`src/rtl/arm_lsu.sv`:
```
// Load/store unit between the core memory stage and a variable-latency data memory:
// size/alignment checks, byte enables, lane replication, load extraction and timeout.
module arm_lsu #(
    parameter int DATA_W  = 32,
    parameter int ADDR_W  = 32,
    parameter int TIMEOUT = 16
) (
    input  logic                clk,
    input  logic                reset,
    input  logic                req_valid,
    output logic                req_ready,
    input  logic                req_we,
    input  logic [1:0]          req_size,
    input  logic                req_signed,
    input  logic [ADDR_W-1:0]   req_addr,
    input  logic [DATA_W-1:0]   req_wdata,
    output logic                resp_valid,
    output logic                resp_err,
    output logic [DATA_W-1:0]   resp_rdata,
    output logic                stall,
    output logic                mem_req,
    output logic                mem_we,
    output logic [ADDR_W-1:0]   mem_addr,
    output logic [DATA_W/8-1:0] mem_be,
    output logic [DATA_W-1:0]   mem_wdata,
    input  logic                mem_ack,
    input  logic [DATA_W-1:0]   mem_rdata,
    output logic [1:0]          dbg_state
);
    localparam int BE_W  = DATA_W / 8;
    localparam int OFF_W = $clog2(BE_W);

    typedef enum logic [1:0] {IDLE, ACCESS, DONE, ERR} state_t;

    state_t              state, state_nx;
    logic                we_q, signed_q;
    logic [1:0]          size_q;
    logic [ADDR_W-1:0]   addr_q;
    logic [DATA_W-1:0]   wdata_q, rdata_q;
    logic [31:0]         cnt_q;
    logic                illegal, timed_out, sign_bit;
    logic [OFF_W-1:0]    off;
    logic [DATA_W-1:0]   shifted, size_mask, load_ext;

    // Handshake: a request is taken on a rising edge where req_valid && req_ready;
    // req_ready is high only in IDLE, and each request yields exactly one resp_valid pulse.
    assign req_ready  = (state == IDLE);
    assign stall      = !req_ready;
    assign resp_valid = (state == DONE) || (state == ERR);
    assign resp_err   = (state == ERR);
    assign resp_rdata = rdata_q;
    assign mem_req    = (state == ACCESS);
    assign mem_we     = (state == ACCESS) && we_q;
    assign mem_addr   = {addr_q[ADDR_W-1:OFF_W], {OFF_W{1'b0}}};
    assign dbg_state  = state;
    assign off        = addr_q[OFF_W-1:0];
    assign timed_out  = (TIMEOUT != 0) && (cnt_q == 32'(TIMEOUT - 1));

    always_comb begin
        illegal = 1'b0;
        case (req_size)
            2'd0:    illegal = 1'b0;
            2'd1:    illegal = req_addr[0];
            2'd2:    illegal = |req_addr[1:0];
            default: illegal = (DATA_W == 32) || (|req_addr[2:0]);
        endcase
    end

    always_comb begin
        state_nx = state;
        case (state)
            IDLE:    if (req_valid) state_nx = illegal ? ERR : ACCESS;
            ACCESS: begin
                if (mem_ack)        state_nx = DONE;
                else if (timed_out) state_nx = ERR;
            end
            DONE:    state_nx = IDLE;
            ERR:     state_nx = IDLE;
            default: state_nx = IDLE;
        endcase
    end

    // Lane 0 of the shifted bus holds the addressed bytes; the mask keeps only the access size.
    always_comb begin
        shifted   = mem_rdata >> {off, 3'b000};
        size_mask = '1;
        sign_bit  = 1'b0;
        case (size_q)
            2'd0: begin size_mask = DATA_W'(8'hFF);         sign_bit = shifted[7];  end
            2'd1: begin size_mask = DATA_W'(16'hFFFF);      sign_bit = shifted[15]; end
            2'd2: begin size_mask = DATA_W'(32'hFFFF_FFFF); sign_bit = shifted[31]; end
            default: begin size_mask = '1;                  sign_bit = 1'b0;        end
        endcase
        load_ext = (shifted & size_mask) | ((signed_q && sign_bit) ? ~size_mask : '0);
    end

    always_comb begin
        mem_be = '0;
        if (state == ACCESS) begin
            case (size_q)
                2'd0:    mem_be = BE_W'(1)    << off;
                2'd1:    mem_be = BE_W'(3)    << off;
                2'd2:    mem_be = BE_W'(4'hF) << off;
                default: mem_be = '1;
            endcase
        end
    end

    always_comb begin
        mem_wdata = wdata_q;
        case (size_q)
            2'd0:    mem_wdata = {(DATA_W/8){wdata_q[7:0]}};
            2'd1:    mem_wdata = {(DATA_W/16){wdata_q[15:0]}};
            2'd2:    mem_wdata = {(DATA_W/32){wdata_q[31:0]}};
            default: mem_wdata = wdata_q;
        endcase
    end

    always_ff @(posedge clk or negedge reset) begin
        if (!reset) begin
            state    <= IDLE;
            cnt_q    <= '0;
            we_q     <= 1'b0;
            signed_q <= 1'b0;
            size_q   <= '0;
            addr_q   <= '0;
            wdata_q  <= '0;
            rdata_q  <= '0;
        end else begin
            state <= state_nx;
            if (state == IDLE && req_valid) begin
                we_q     <= req_we;
                signed_q <= req_signed;
                size_q   <= req_size;
                addr_q   <= req_addr;
                wdata_q  <= req_wdata;
                cnt_q    <= '0;
            end else if (state == ACCESS && !mem_ack && cnt_q != '1) begin
                cnt_q <= cnt_q + 32'd1;
            end
            // Result register changes only when a response is about to be presented.
            if (state == ACCESS && mem_ack) rdata_q <= we_q ? '0 : load_ext;
            else if (state_nx == ERR)       rdata_q <= '0;
        end
    end
endmodule
```
`config.mk`:
```
export PLATFORM = sky130hd
export DESIGN_NAME = arm_lsu
export DESIGN_NICKNAME = d
export VERILOG_FILES = /design/src/rtl/arm_lsu.sv
export SDC_FILE = /design/constraint.sdc
export NUM_CORES = 1
export LEC_CHECK = 0
export CAP_MARGIN = 20
export CORE_AREA = 8 8 177 95
export DETAILED_ROUTE_END_ITERATION = 10
export DIE_AREA = 0 0 185 103
export DONT_BUFFER_PORTS = 1
export PLACE_DENSITY = 0.63
export SYNTH_ARGS = -nofsm -noshare
export SYNTH_HDL_FRONTEND = slang
export SYNTH_SLANG_ARGS = --single-unit
```
`constraint.sdc`:
```
create_clock -name clk -period 2.2 [get_ports clk]
set_input_delay 0.55 -clock clk [delete_from_list [all_inputs] [get_ports clk]]
set_output_delay 0.55 -clock clk [all_outputs]
set_load 0.02 [all_outputs]
```
After elaboration in Yosys (flattened, before gate mapping)

Cells that the tools add are included.

Add/subtract/negate cells: 1
Eq/ne operators: 10
Shift-type cells: 4
Muxes and demuxes: 17
Bitwise logic cells: 3
Reductions and logical operators: 16

Operators with widths:

| kind                                             | number |
|---|---|
| two-way mux 32 bit                               | 6 |
| case mux 32 bit (2 select lines)                 | 2 |
| adder 32 x 1 -> 32 bit (second input constant)   | 1 |
| bitwise AND 32 bit                               | 1 |
| == test 32 x 4 -> 1 bit (second input constant)  | 1 |
| != test 32 bit (second input constant)           | 1 |
| NOT 32 bit                                       | 1 |
| OR 32 bit                                        | 1 |
| right shift 32 x 5 -> 32 bit                     | 1 |
| case mux 4 bit (3 select lines)                  | 1 |
| == test 2 bit (second input constant)            | 5 |
| two-way mux 2 bit                                | 4 |
| == test 2 x 1 -> 1 bit (second input constant)   | 3 |
| logical AND 1 bit                                | 6 |
| zero test 2 bit                                  | 3 |
| case mux 1 bit (3 select lines)                  | 2 |
| case mux 2 bit (3 select lines)                  | 1 |
| two-way mux 4 bit                                | 1 |
| nonzero test 2 bit                               | 2 |
| OR reduction 2 bit                               | 2 |
| << shifter 1 x 2 -> 4 bit (first input constant) | 1 |
| << shifter 2 x 2 -> 4 bit (first input constant) | 1 |
| << shifter 4 x 2 -> 4 bit (first input constant) | 1 |
| zero test 1 bit                                  | 2 |
| logical OR 1 bit                                 | 1 |

Flip-flop bits (word level): 134
Input bits: 104
Logic and storage cells: 59

Logic depth before layout (Yosys ltp)

Gate-level depths: netlist of the first run.

Depth in word-level cells: 8
Depth in mapped cells: 8
Depth with buffers taken out: 7

Least setup slack after synthesis of the first run

OpenSTA, ideal clock, no wires.

Path kind: reg2out
Start point: register size_q[0]
End point: output mem_wdata[16]
Data arrival time: 1.823 ns
Data required time: 1.650 ns
Setup slack: -0.173 ns
Cell stages (with the launch flop): 9
Cell sequence: dfrtp_1 inv_1 ha_1 clkbuf_1 or2_2 clkbuf_1 clkbuf_1 nand2_1 nand2_1

Cells in the longest elaborated chain, start to end: 2
Elaborated cells on any way between the ends: 3
Classes of those cells: 1 x eq/ne; 1 x mux; 1 x reduce/logical

RTL lines:

| item                                                      | RTL line | text |
|---|---|---|
| start, declared                                           | 37       | `logic [1:0] size_q;` |
| start signal, assigned                                    | 134      | `size_q <= req_size;` |
| == test 2 x 1 -> 1 bit or zero test 2 bit (tied branches) | 111      | `case (size_q)` |
| case mux 32 bit (2 select lines) *                        | 111      |  |
| end, declared                                             | 25       | `output logic [DATA_W-1:0] mem_wdata,` |

Every way passes the cells marked *; elsewhere a longest branch is shown, timed or not.

Worst setup path in the final report of the first run

Start point: register size_q[1]
End point: output mem_wdata[10]

Same word-level chain as after synthesis.

==> flow_summary.html, run 1 <==
<table>
<tr><th>Metric</th><th>Value</th></tr>
<tr><th colspan="2">Min path</th></tr>
<tr><td>Hold crit path type</td><td>input port to async pin</td></tr>
<tr><th colspan="2">Global route</th></tr>
<tr><td>Initial antenna violation count</td><td>0</td></tr>
<tr><td>Number of global-route vias before repair</td><td>about 5900</td></tr>
<tr><td>Remaining global-route overflow</td><td>0</td></tr>
<tr><td>Global-route wire length before repair</td><td>around 34000 µm</td></tr>
<tr><td>All-layer global routing usage</td><td>0.2312</td></tr>
<tr><td>Largest net degree at the start of global routing</td><td>around 140</td></tr>
<tr><th colspan="2">Drt</th></tr>
<tr><td>DRC Markers</td><td>0</td></tr>
<tr><td>Top layer reached by signal wires</td><td>met4</td></tr>
<tr><td>Detailed-routed wire length on met3</td><td>between 3000 and 4000 µm</td></tr>
<tr><td>Routed wl met2</td><td>9465 µm</td></tr>
<tr><td>Post-route antenna net violation count</td><td>0</td></tr>
<tr><td>Routed vias</td><td>between 6000 and 7000</td></tr>
<tr><td>Iteration count of the initial detailed-routing pass</td><td>5</td></tr>
<tr><td>Initial drt markers</td><td>574</td></tr>
<tr><td>Vias per cell</td><td>5.872</td></tr>
<tr><td>Routed wire length</td><td>about 23000 µm</td></tr>
<tr><td>Average routed wire per standard cell</td><td>around 22 µm</td></tr>
<tr><td>Routed met1 length</td><td>roughly 10000 µm</td></tr>
<tr><th colspan="2">Cells and area</th></tr>
<tr><td>Nets</td><td>~920</td></tr>
<tr><td>Antenna diode count</td><td>0</td></tr>
<tr><td>Relative area change from synthesis to final layout</td><td>18.88%</td></tr>
<tr><td>Fraction of layout cells with a size suffix above 1</td><td>0.2097</td></tr>
<tr><th colspan="2">Die</th></tr>
<tr><td>Placeable core region</td><td>about 14000 µm²</td></tr>
<tr><td>Die Footprint</td><td>approximately 19000 µm²</td></tr>
<tr><td>Overall die width</td><td>185 µm</td></tr>
<tr><td>Starting Density</td><td>0.4959</td></tr>
<tr><td>Number of top-level pins</td><td>between 200 and 250</td></tr>
<tr><td>Height of the chip</td><td>around 100 µm</td></tr>
<tr><td>Number of core rows</td><td>31</td></tr>
<tr><th colspan="2">Clock network</th></tr>
<tr><td>CTS clock-pin slew for the worst setup and hold paths</td><td>roughly 0.07 ns</td></tr>
<tr><td>Clock tree root driver cell</td><td>sky130_fd_sc_hd__clkbuf_16</td></tr>
<tr><td>H-tree level count</td><td>4</td></tr>
<tr><td>Inserted Clock Buffers</td><td>17</td></tr>
<tr><td>Clk Latency, worst-skew pair</td><td>between 0.4 and 0.5 ns</td></tr>
<tr><td>Clk buf depth</td><td>2</td></tr>
<tr><td>Clk sinks</td><td>134</td></tr>
<tr><td>TritonCTS clock tree</td><td>yes</td></tr>
<tr><th colspan="2">Status</th></tr>
<tr><td>Violations in the final reports</td><td>negative hold slack, negative setup slack</td></tr>
<tr><td>Result of the run</td><td>complete, but fails checks</td></tr>
<tr><th colspan="2">STA</th></tr>
<tr><td>Setup repair after global routing missed its margin</td><td>true</td></tr>
<tr><td>Setup Viol. Count Final</td><td>20</td></tr>
<tr><td>Final Slew Violations</td><td>0</td></tr>
<tr><td>Minimum hold slack</td><td>-0.1737 ns</td></tr>
<tr><td>Final clock skew</td><td>0.01621 ns</td></tr>
<tr><td>Time the final worst path needs with I/O delays and setup</td><td>roughly 2.2 ns</td></tr>
<tr><td>Final Worst Setup Slack</td><td>-0.03261 ns</td></tr>
<tr><td>Final Hold Fails</td><td>approximately 130</td></tr>
<tr><td>Fmax</td><td>between 400 and 500 MHz</td></tr>
<tr><td>Measured slew at the worst slew-check pin</td><td>0.6605 ns</td></tr>
<tr><td>Headroom to the max-slew limit</td><td>0.5588</td></tr>
<tr><td>Post-route clock period utilization</td><td>1.015</td></tr>
<tr><th colspan="2">Pwr</th></tr>
<tr><td>Leakage power</td><td>around 4.0 nW</td></tr>
<tr><td>Final total power</td><td>13.08 mW</td></tr>
<tr><td>Total power divided by cell area</td><td>1563 nW/µm²</td></tr>
<tr><td>Share of power burned in the clock network</td><td>0.215</td></tr>
<tr><td>Combinational Power Share</td><td>0.419</td></tr>
<tr><td>Worst supply voltage drop on vdd</td><td>0.7028 mV</td></tr>
<tr><td>Power spent charging and discharging nets</td><td>6.006 mW</td></tr>
<tr><td>Internal power</td><td>~7 mW</td></tr>
<tr><td>Part of the total power dissipated in sequential elements</td><td>0.366</td></tr>
<tr><td>Sw Share</td><td>0.4593</td></tr>
<tr><th colspan="2">Synthesis</th></tr>
<tr><td>Post-synth EDFFs</td><td>0</td></tr>
<tr><td>Post-synthesis async set-or-reset flop share</td><td>1.000</td></tr>
<tr><td>Sequential cell area fraction in the yosys report</td><td>0.4764</td></tr>
<tr><td>Average cell area after synthesis</td><td>~8.7 µm²</td></tr>
<tr><td>Synthesis Warnings</td><td>0</td></tr>
<tr><td>Most used flip-flop cell after synthesis</td><td>sky130_fd_sc_hd__dfrtp_1</td></tr>
<tr><td>Post-synthesis cell area</td><td>approximately 7000 µm²</td></tr>
<tr><td>Number of standard cells after synthesis</td><td>about 800</td></tr>
<tr><td>Flop and latch count out of synthesis</td><td>roughly 130</td></tr>
<tr><td>Cell variety after synth</td><td>56</td></tr>
<tr><th colspan="2">Critical path</th></tr>
<tr><td>Largest fanout on the critical path</td><td>8</td></tr>
<tr><td>Reg2Reg Depth</td><td>6</td></tr>
<tr><td>Worst path cell trace</td><td>inv_2, ha_4, buf_8, nand2b_4, a22o_4</td></tr>
<tr><td>Critical-path cell with the highest stage delay</td><td>sky130_fd_sc_hd__dfrtp_1</td></tr>
<tr><td>Reg-to-Reg Start</td><td>cnt_q[6]</td></tr>
<tr><td>Kind of end point of the critical path</td><td>output port</td></tr>
<tr><td>Class of the most critical setup path</td><td>flip-flop to output port</td></tr>
<tr><td>Longest individual stage delay on the worst path</td><td>~0.4 ns</td></tr>
<tr><td>Startpoint Class</td><td>flip-flop</td></tr>
<tr><td>Cell family with the largest share of critical-path delay</td><td>flip-flops</td></tr>
<tr><td>Reg2Reg Setup Slack</td><td>approximately 0.050 ns</td></tr>
<tr><td>Buffers &amp; Inverters on Critical Path</td><td>2</td></tr>
<tr><td>Critical register-to-register path endpoint</td><td>cnt_q[29]</td></tr>
<tr><td>Signal arrival time at the worst endpoint</td><td>roughly 1.7 ns</td></tr>
<tr><td>Data required time at the worst endpoint</td><td>~1.7 ns</td></tr>
<tr><th colspan="2">Placement</th></tr>
<tr><td>Final weighted congestion of routability-driven global placement</td><td>around 0.96</td></tr>
<tr><td>HPWL Detailed</td><td>approximately 17000 µm</td></tr>
<tr><td>Port-buffer cells</td><td>0</td></tr>
<tr><th colspan="2">Run</th></tr>
<tr><td>Max-cap viol count</td><td>0</td></tr>
</table>
[kinds of logic after synthesis]
kind of cell / Yosys count / synth area share
AO/OA/AOI/OAI: 145 / 0.1479
XOR/XNOR: 8 / 0.009954
adder cells (fa/ha/maj): 8 / 0.01422
buffers and inverters: 98 / 0.07572
flip-flops: 134 / 0.4764
multiplexers: 25 / 0.03626
other: 1 / 0.0005327
AND/OR/NAND/NOR: 387 / 0.2391
[power by group through the flow]
stage	sequential, mW	clock, mW	combinational (mW)
final	4.79	2.82	5.47
after global routing	4.89	2.97	5.96
after CTS	4.73	2.85	5.06
after detailed placement	4.75	0	4.64
after global placement	4.75	0	4.49
after floorplan	3.99	0	4.29
[metrics by stage]
step           setup TNS, ns    util  worst slack (ns)  cells  area, µm²
3_3_place_gp          -1.091  0.5189          -0.07300    979       7367
2_1_floorplan       -0.01320       -         -0.008413    807       7069
3_5_place_dp        -0.09107  0.5189          -0.01658    979       7367
5_1_grt               -2.064  0.5895           -0.1058   1023       8368
6_report             -0.3548  0.5895          -0.03261   1023       8368
4_1_cts              -0.1911  0.5751          -0.02795   1018       8164
[synth_stat cells (all sizes together) (6+ instances only)]
cell,number,area share
a211o,7,0.0087
a21oi,33,0.023
a22o,20,0.025
a22oi,8,0.0085
a31oi,6,0.0053
a32o,8,0.011
buf,49,0.050
clkbuf,40,0.021
dfrtp,134,0.48
ha,8,0.014
inv,9,0.0048
mux2i,21,0.030
nand2,278,0.15
nand3,12,0.0085
nand4,14,0.012
nor2,25,0.013
nor2b,9,0.0080
nor4,10,0.011
o21ai,25,0.018
o2bb2ai,7,0.0087
o31ai,6,0.0064
or3,11,0.0098
or4,6,0.0064
xnor2,6,0.0075
[final cells by class]
type,count,area [µm²]
timing repair buffer,75,680.7
inverter,9,33.78
sequential,134,3354
tap,198,247.7
multi-input combinational,575,3466
clock inverter,13,132.6
clock buffer,19,452.9
fill,1183,5828
[flip-flops by register name, summed over array words and instances (netlist names)]
signal      cells
signed_q        1
addr_q         32
size_q          2
resp_rdata     32
wdata_q        32
cnt_q          32
dbg_state       2
we_q            1
[placed cells by master, fill, tap and decap left out, drive strengths merged, types with 12 or more instances in the layout]
cell    instances
a22o           20
nor2           25
nand4          14
buf            74
a21oi          33
dfrtp         134
nand3          12
clkbuf         20
mux2i          21
nand2         278
inv            15
o21ai          25
[how the worst max path moves through the flow]
stage               from        endpoint  slack [ns]  depth (start not counted)
2_1_floorplan  size_q[0]   mem_wdata[16]      -0.008                          8
3_3_place_gp    cnt_q[4]  resp_rdata[22]       -0.07                          8
3_5_place_dp    cnt_q[4]  resp_rdata[17]       -0.02                          8
4_1_cts        size_q[0]   mem_wdata[17]       -0.03                          5
5_1_grt        size_q[0]   mem_wdata[30]       -0.11                          5
6_report       size_q[1]   mem_wdata[10]       -0.03                          5
[what timing repair did]
action | CTS | global route
resized for setup | 43 | 32
cloned | 0 | 1
buffers inserted | 7 | 4
hold endpoints to repair | 134 | 134
setup endpoints to repair | 47 | 64
pin swaps | 4 | 9
[per-layer routing]
layer,GRT usage,vias up
met2,0.3190,332
met5,0,-
li1,-,2747
met4,0.05440,0
met1,0.3258,2912
met3,0.1006,16
(Power assumes the default switching activity.)
==> inputs of run 2 (changes only) <==
- CORE_AREA: 8 8 177 95 -> 8 8 128 130
- DIE_AREA: 0 0 185 103 -> 0 0 136 138
- REMOVE_ABC_BUFFERS: default -> 1
==> run 2 against run 1 <==
Net effect: the flow still finishes with violations (negative hold slack, negative setup slack); fmax is 1.1% higher; sequential share of layout area is 1.0 points higher; global-route usage is 2.9 points lower; flip-flop and latch count stayed put; clock skew is 0.0082 ns lower; critical path type unchanged; largest power group unchanged.
==> flow_summary.html, run 2 (same netlist as run 1, synthesis figures left out) <==
<table>
<tr><th>Metric</th><th>Value</th></tr>
<tr><th colspan="2">Critical path</th></tr>
<tr><td>Data required time at the worst endpoint</td><td>about 1.7 ns</td></tr>
<tr><td>Class of the most critical setup path</td><td>flip-flop to output port</td></tr>
<tr><td>Signal arrival time at the worst endpoint</td><td>~1.7 ns</td></tr>
<tr><td>Largest fanout on the critical path</td><td>12</td></tr>
<tr><td>Kind of end point of the critical path</td><td>output port</td></tr>
<tr><td>Startpoint Class</td><td>flip-flop</td></tr>
<tr><th colspan="2">Status</th></tr>
<tr><td>Result of the run</td><td>complete, but fails checks</td></tr>
<tr><td>Violations in the final reports</td><td>negative hold slack, negative setup slack</td></tr>
<tr><th colspan="2">Die</th></tr>
<tr><td>Height of the chip</td><td>138 µm</td></tr>
<tr><td>Number of core rows</td><td>44</td></tr>
<tr><td>Number of top-level pins</td><td>roughly 210</td></tr>
<tr><td>Overall die width</td><td>approximately 140 µm</td></tr>
<tr><td>Starting Density</td><td>0.4918</td></tr>
<tr><td>Die Footprint</td><td>between 15000 and 20000 µm²</td></tr>
<tr><td>Placeable core region</td><td>roughly 14000 µm²</td></tr>
<tr><th colspan="2">Cells and area</th></tr>
<tr><td>Nets</td><td>906</td></tr>
<tr><td>Fraction of layout cells with a size suffix above 1</td><td>0.1896</td></tr>
<tr><td>Leading cell types in the layout, fill and taps excluded</td><td>256 x sky130_fd_sc_hd__nand2_1, 134 x sky130_fd_sc_hd__dfrtp_1, 45 x sky130_fd_sc_hd__buf_4</td></tr>
<tr><td>Non-filler instance count after layout</td><td>between 900 and 1000</td></tr>
<tr><td>Relative area change from synthesis to final layout</td><td>15.94%</td></tr>
<tr><td>Area taken by flip-flops and latches</td><td>between 3000 and 4000 µm²</td></tr>
<tr><td>Antenna diode count</td><td>0</td></tr>
<tr><td>Area used by multi-input combinational logic</td><td>roughly 3400 µm²</td></tr>
<tr><td>Utilization after layout</td><td>0.5702</td></tr>
<tr><td>Number of fill cells</td><td>around 1200</td></tr>
<tr><td>Most frequent standard cell in the layout excluding fill and tap cells</td><td>sky130_fd_sc_hd__nand2_1</td></tr>
<tr><th colspan="2">Clock network</th></tr>
<tr><td>H-tree level count</td><td>4</td></tr>
<tr><td>TritonCTS clock tree</td><td>yes</td></tr>
<tr><td>Clock tree root driver cell</td><td>sky130_fd_sc_hd__clkbuf_16</td></tr>
<tr><td>Clk Latency, worst-skew pair</td><td>0.42 ns</td></tr>
<tr><td>Clk sinks</td><td>around 130</td></tr>
<tr><td>CTS clock-pin slew for the worst setup and hold paths</td><td>roughly 0.06 ns</td></tr>
<tr><td>Clk buf depth</td><td>2</td></tr>
<tr><td>Inserted Clock Buffers</td><td>17</td></tr>
<tr><th colspan="2">Pwr</th></tr>
<tr><td>Total power divided by cell area</td><td>1567 nW/µm²</td></tr>
<tr><td>Worst supply voltage drop on vdd</td><td>about 0.66 mV</td></tr>
<tr><td>Final total power</td><td>roughly 13 mW</td></tr>
<tr><td>Leakage power</td><td>3.892 nW</td></tr>
<tr><th colspan="2">Drt</th></tr>
<tr><td>Initial drt markers</td><td>between 300 and 400</td></tr>
<tr><td>Iteration count of the initial detailed-routing pass</td><td>6</td></tr>
<tr><td>DRC Markers</td><td>0</td></tr>
<tr><td>Vias per cell</td><td>~5.8</td></tr>
<tr><td>Average routed wire per standard cell</td><td>between 20 and 25 µm</td></tr>
<tr><td>Routed vias</td><td>5724</td></tr>
<tr><td>Post-route antenna net violation count</td><td>0</td></tr>
<tr><td>Routed wire length</td><td>19850 µm</td></tr>
<tr><th colspan="2">STA</th></tr>
<tr><td>Final Hold Fails</td><td>~130</td></tr>
<tr><td>Setup repair after global routing missed its margin</td><td>true</td></tr>
<tr><td>Final clock skew</td><td>between 0.007 and 0.008 ns</td></tr>
<tr><td>Final Worst Setup Slack</td><td>-0.007581 ns</td></tr>
<tr><td>Final Slew Violations</td><td>0</td></tr>
<tr><td>Time the final worst path needs with I/O delays and setup</td><td>2.208 ns</td></tr>
<tr><td>Headroom to the max-slew limit</td><td>0.5573</td></tr>
<tr><td>Post-route clock period utilization</td><td>1.003</td></tr>
<tr><td>Setup Viol. Count Final</td><td>1</td></tr>
<tr><td>Aggregate negative setup slack</td><td>-0.007581 ns</td></tr>
<tr><td>Fmax</td><td>between 400 and 500 MHz</td></tr>
<tr><td>Minimum hold slack</td><td>-0.1708 ns</td></tr>
<tr><td>Measured slew at the worst slew-check pin</td><td>roughly 0.66 ns</td></tr>
<tr><th colspan="2">Placement</th></tr>
<tr><td>Final weighted congestion of routability-driven global placement</td><td>roughly 0.88</td></tr>
<tr><td>Port-buffer cells</td><td>0</td></tr>
<tr><td>Number of cells in the design after placement</td><td>~950</td></tr>
<tr><td>HPWL Detailed</td><td>13750 µm</td></tr>
<tr><th colspan="2">Global route</th></tr>
<tr><td>Initial antenna violation count</td><td>0</td></tr>
<tr><td>All-layer global routing usage</td><td>0.2022</td></tr>
<tr><td>Number of global-route vias before repair</td><td>between 5000 and 6000</td></tr>
<tr><td>Largest net degree at the start of global routing</td><td>135</td></tr>
<tr><td>Global-route wire length before repair</td><td>between 30000 and 40000 µm</td></tr>
<tr><td>Remaining global-route overflow</td><td>0</td></tr>
<tr><th colspan="2">Min path</th></tr>
<tr><td>Hold crit path type</td><td>input port to async pin</td></tr>
<tr><th colspan="2">Run</th></tr>
<tr><td>Max-cap viol count</td><td>0</td></tr>
</table>
-- run 2: cell count changes in the layout (fill, tap and decap cells not counted), sizes merged --
cell    change
bufinv      +2
buf        -18
clkinv      +4
inv         -6
clkbuf      -1
or2         +1
-- run 2: layout make-up --
type | count | area share
multi-input cells | 576 | 0.4227
flip-flops and latches | 134 | 0.4109
repair buffers | 56 | 0.06178
clock buffers | 19 | 0.05304
well taps | 184 | 0.02821
clock inverters | 13 | 0.01932
inverters | 9 | 0.004139
-- run 2: what timing repair did --
action | CTS | global route
cloned | 0 | 2
setup buffers | 6 | 3
endpoints found under the hold margin | 134 | 134
pin swaps | 12 | 14
resized for setup | 42 | 42
setup endpoints to repair | 27 | 56
-- run 2: metrics by stage --
step / instance area [µm²] / worst slack [ns]
floorplan: 6544 / -2.596
global placement: 7184 / 0.06651
detailed placement: 7184 / 0.008190
CTS: 7943 / -0.02405
global route: 8162 / -0.08037
finish: 8162 / -0.007581
-- run 2: final timing paths --
path	slack (ns)	startpoint	to	depth (start not counted)
min	-0.17	reset	resp_rdata[4]	0
min in group clk	0.23	req_addr[13]	addr_q[13]	2
max in group asynchronous	2.20	reset	addr_q[23]	0
max reg2reg	0.09	cnt_q[20]	resp_rdata[12]	6
max	-0.008	size_q[1]	mem_wdata[24]	5
min reg2reg	0.47	wdata_q[24]	wdata_q[24]	2
-- run 2: worst max-delay path, cell delays in order, from the launching register on --
cell and delay, ns:
sky130_fd_sc_hd__dfrtp_1 0.40, sky130_fd_sc_hd__inv_2 0.13, sky130_fd_sc_hd__ha_4 0.23, sky130_fd_sc_hd__buf_6 0.20, sky130_fd_sc_hd__a22oi_1 0.11, sky130_fd_sc_hd__nand2_2 0.17
-- run 2: power by group --
group / internal, mW / total, mW / leakage, nW / switching (mW)
clock: 1.78 / 2.87 / 0.279 / 1.10
combinational: 2.01 / 5.24 / 1.87 / 3.23
sequential: 3.28 / 4.68 / 1.74 / 1.40
-- run 2: layer usage --
layer	track usage	vias to the layer above	wire length (µm)
met5	0	-	0
met4	0.08907	0	551
met3	0.05942	39	1317
met2	0.3420	166	10260
met1	0.2303	2810	7721
li1	-	2709	-
==> inputs of run 3 (changes only) <==
- CORE_AREA: 8 8 128 130 -> 8 8 120 122
- DIE_AREA: 0 0 136 138 -> 0 0 128 130
- PLACE_DENSITY: 0.63 -> 0.71
==> run 3 against run 2 <==
Net effect: the run still ends with negative hold slack, negative setup slack left; critical path depth shrank 1; worst setup slack got worse by 0.0010 ns; register-to-register slack worse by 0.02 ns; clock power grew 7.7%; wire length about the same; sequential share of layout area decreased by 0.22 points; largest cell class unchanged; worst hold slack lost 0.0056 ns; flip-flop and latch count unchanged.
==> flow_summary.html, run 3 (same netlist as run 1, synthesis figures left out) <==
<table>
<tr><th>Metric</th><th>Value</th></tr>
<tr><th colspan="2">STA</th></tr>
<tr><td>Measured slew at the worst slew-check pin</td><td>0.6811 ns</td></tr>
<tr><td>Fmax</td><td>around 450 MHz</td></tr>
<tr><td>Minimum hold slack</td><td>-0.1764 ns</td></tr>
<tr><td>Final clock skew</td><td>a little under 0.009 ns</td></tr>
<tr><td>Headroom to the max-slew limit</td><td>0.5450</td></tr>
<tr><td>Final Slew Violations</td><td>0</td></tr>
<tr><td>Post-route clock period utilization</td><td>1.004</td></tr>
<tr><td>Final Worst Setup Slack</td><td>-0.008627 ns</td></tr>
<tr><td>Setup Viol. Count Final</td><td>2</td></tr>
<tr><td>Time the final worst path needs with I/O delays and setup</td><td>around 2.2 ns</td></tr>
<tr><td>Final Hold Fails</td><td>approximately 130</td></tr>
<tr><td>Setup repair after global routing missed its margin</td><td>true</td></tr>
<tr><th colspan="2">Global route</th></tr>
<tr><td>All-layer global routing usage</td><td>0.2308</td></tr>
<tr><td>Remaining global-route overflow</td><td>0</td></tr>
<tr><td>Number of global-route vias before repair</td><td>a little under 6000</td></tr>
<tr><td>Initial antenna violation count</td><td>0</td></tr>
<tr><td>Largest net degree at the start of global routing</td><td>approximately 140</td></tr>
<tr><td>Global-route wire length before repair</td><td>a little over 30000 µm</td></tr>
<tr><th colspan="2">Critical path</th></tr>
<tr><td>Longest individual stage delay on the worst path</td><td>0.41 ns</td></tr>
<tr><td>Buffers &amp; Inverters on Critical Path</td><td>1</td></tr>
<tr><td>Class of the most critical setup path</td><td>flip-flop to output port</td></tr>
<tr><td>Signal arrival time at the worst endpoint</td><td>1.66 ns</td></tr>
<tr><td>Reg2Reg Setup Slack</td><td>approximately 0.07 ns</td></tr>
<tr><td>Largest fanout on the critical path</td><td>8</td></tr>
<tr><td>Data required time at the worst endpoint</td><td>around 1.7 ns</td></tr>
<tr><td>Worst setup path start</td><td>size_q[0]</td></tr>
<tr><td>Number of stages on the worst setup path</td><td>4</td></tr>
<tr><td>Kind of end point of the critical path</td><td>output port</td></tr>
<tr><td>Critical register-to-register path endpoint</td><td>cnt_q[29]</td></tr>
<tr><td>Reg-to-Reg Start</td><td>cnt_q[8]</td></tr>
<tr><td>Critical-path cell with the highest stage delay</td><td>sky130_fd_sc_hd__dfrtp_1</td></tr>
<tr><td>End point of the critical path</td><td>mem_wdata[10]</td></tr>
<tr><td>Reg2Reg Depth</td><td>6</td></tr>
<tr><td>Startpoint Class</td><td>flip-flop</td></tr>
<tr><td>Worst path cell trace</td><td>buf_6, ha_4, nand2b_4, a22o_2</td></tr>
<tr><td>Cell family with the largest share of critical-path delay</td><td>flip-flops</td></tr>
<tr><th colspan="2">Drt</th></tr>
<tr><td>Vias per cell</td><td>about 6.1</td></tr>
<tr><td>Initial drt markers</td><td>580</td></tr>
<tr><td>Routed wire length</td><td>just under 20000 µm</td></tr>
<tr><td>Average routed wire per standard cell</td><td>between 20 and 25 µm</td></tr>
<tr><td>Post-route antenna net violation count</td><td>0</td></tr>
<tr><td>Iteration count of the initial detailed-routing pass</td><td>5</td></tr>
<tr><td>DRC Markers</td><td>0</td></tr>
<tr><td>Routed vias</td><td>5973</td></tr>
<tr><th colspan="2">Cells and area</th></tr>
<tr><td>Relative area change from synthesis to final layout</td><td>16.57%</td></tr>
<tr><td>Nets</td><td>905</td></tr>
<tr><td>Fraction of layout cells with a size suffix above 1</td><td>0.1985</td></tr>
<tr><td>Antenna diode count</td><td>0</td></tr>
<tr><td>Number of fill cells</td><td>1006</td></tr>
<tr><td>Leading cell types in the layout, fill and taps excluded</td><td>256 x sky130_fd_sc_hd__nand2_1, 134 x sky130_fd_sc_hd__dfrtp_1, 44 x sky130_fd_sc_hd__buf_4</td></tr>
<tr><td>Most frequent standard cell in the layout excluding fill and tap cells</td><td>sky130_fd_sc_hd__nand2_1</td></tr>
<tr><td>Final standard cell area without fillers</td><td>~8200 µm²</td></tr>
<tr><th colspan="2">Status</th></tr>
<tr><td>Result of the run</td><td>complete, but fails checks</td></tr>
<tr><td>Violations in the final reports</td><td>negative hold slack, negative setup slack</td></tr>
<tr><th colspan="2">Pwr</th></tr>
<tr><td>Share of power burned in the clock network</td><td>0.236</td></tr>
<tr><td>Power spent charging and discharging nets</td><td>a little under 6 mW</td></tr>
<tr><td>Combinational Power Share</td><td>0.407</td></tr>
<tr><td>Part of the total power dissipated in sequential elements</td><td>0.357</td></tr>
<tr><td>Total power divided by cell area</td><td>1596 nW/µm²</td></tr>
<tr><td>Internal power</td><td>approximately 7.3 mW</td></tr>
<tr><td>Final total power</td><td>around 13 mW</td></tr>
<tr><td>Worst supply voltage drop on vdd</td><td>0.7545 mV</td></tr>
<tr><td>Sw Share</td><td>0.4402</td></tr>
<tr><td>Leakage power</td><td>a little under 4 nW</td></tr>
<tr><th colspan="2">Min path</th></tr>
<tr><td>Hold crit path type</td><td>input port to async pin</td></tr>
<tr><th colspan="2">Die</th></tr>
<tr><td>Overall die width</td><td>around 130 µm</td></tr>
<tr><td>Die Footprint</td><td>~17000 µm²</td></tr>
<tr><td>Number of top-level pins</td><td>212</td></tr>
<tr><td>Height of the chip</td><td>between 100 and 150 µm</td></tr>
<tr><td>Starting Density</td><td>0.5670</td></tr>
<tr><td>Placeable core region</td><td>12410 µm²</td></tr>
<tr><td>Number of core rows</td><td>41</td></tr>
<tr><th colspan="2">Clock network</th></tr>
<tr><td>Clk sinks</td><td>134</td></tr>
<tr><td>Clk Latency, worst-skew pair</td><td>~0.42 ns</td></tr>
<tr><td>H-tree level count</td><td>4</td></tr>
<tr><td>Clk buf depth</td><td>2</td></tr>
<tr><td>Clock tree root driver cell</td><td>sky130_fd_sc_hd__clkbuf_16</td></tr>
<tr><td>TritonCTS clock tree</td><td>yes</td></tr>
<tr><td>CTS clock-pin slew for the worst setup and hold paths</td><td>0.06 ns</td></tr>
<tr><td>Inserted Clock Buffers</td><td>17</td></tr>
<tr><th colspan="2">Placement</th></tr>
<tr><td>Post-DP Area</td><td>7169 µm²</td></tr>
<tr><td>Final weighted congestion of routability-driven global placement</td><td>around 0.9</td></tr>
<tr><td>Port-buffer cells</td><td>0</td></tr>
<tr><td>HPWL Detailed</td><td>13540 µm</td></tr>
<tr><th colspan="2">Run</th></tr>
<tr><td>Max-cap viol count</td><td>0</td></tr>
</table>
[run 3: power groups by stage]
stage	clock [mW]	combinational (mW)	sequential, mW
2_1_floorplan	0	3.03	4.58
3_3_place_gp	0	4.32	4.63
3_5_place_dp	0	4.48	4.66
4_1_cts	3.13	4.93	4.64
5_1_grt	3.24	5.78	4.78
6_report	3.09	5.33	4.68
[run 3: how the worst min path moves through the flow]
stage | start | endpoint | slack (ns) | cells after the start
finish | reset | resp_rdata[17] | -0.18 | 0
global route | reset | resp_rdata[17] | -0.19 | 0
CTS | reset | cnt_q[18] | -0.19 | 0
detailed placement | reset | resp_rdata[17] | 0.26 | 0
global placement | reset | resp_rdata[4] | 0.26 | 0
floorplan | reset | addr_q[0] | 0.25 | 0
[run 3: layout make-up]
cell class | instances | area, µm² | share of cell area
Clock buffer | 21 | 480.5 | 0.05855
Clock inverter | 11 | 171.4 | 0.02089
Sequential cell | 134 | 3353 | 0.4087
Timing Repair Buffer | 55 | 493.0 | 0.06008
Tap cell | 172 | 215.2 | 0.02623
Inverter | 9 | 33.78 | 0.004117
Multi-Input combinational cell | 576 | 3458 | 0.4215
[run 3: through the flow]
stage	hold WS (ns)	setup WS, ns	cells	setup TNS [ns]	util
final	-0.1764	-0.008627	978	-0.009188	0.6610
after global routing	-0.1943	-0.06018	978	-0.9573	0.6610
after detailed placement	0.2583	0.04205	936	0	0.5775
after CTS	-0.1923	0.0002902	972	0	0.6451
after global placement	0.2582	0.08427	936	0	0.5775
after floorplan	0.2544	-2.596	718	-232.31	-
[run 3: layer usage]
metal / GRT usage / vias to the layer above / wire, µm
met4: 0.09930 / 0 / 465
met1: 0.2602 / 2953 / 7432
met2: 0.4029 / 266 / 10400
met5: 0 / - / 0
li1: - / 2714 / -
met3: 0.06569 / 40 / 1558
[run 3: repair_timing]
| action | 4_1_cts | 5_1_grt |
|---|---|---|
| endpoints found under the setup margin | 29 | 41 |
| endpoints found under the hold margin | 134 | 134 |
| gates resized for setup | 51 | 34 |
| cloned | 1 | 0 |
| pin swaps | 13 | 17 |
| buffers inserted | 3 | 6 |
[run 3: worst reg2reg max path, delay by kind of cell, from the launching register on]
kind	cells	cell delay, ns
AND/OR/NAND/NOR	3	1.02
flip-flops	1	0.49
AO/OA/AOI/OAI	2	0.31
buffers and inverters	1	0.20
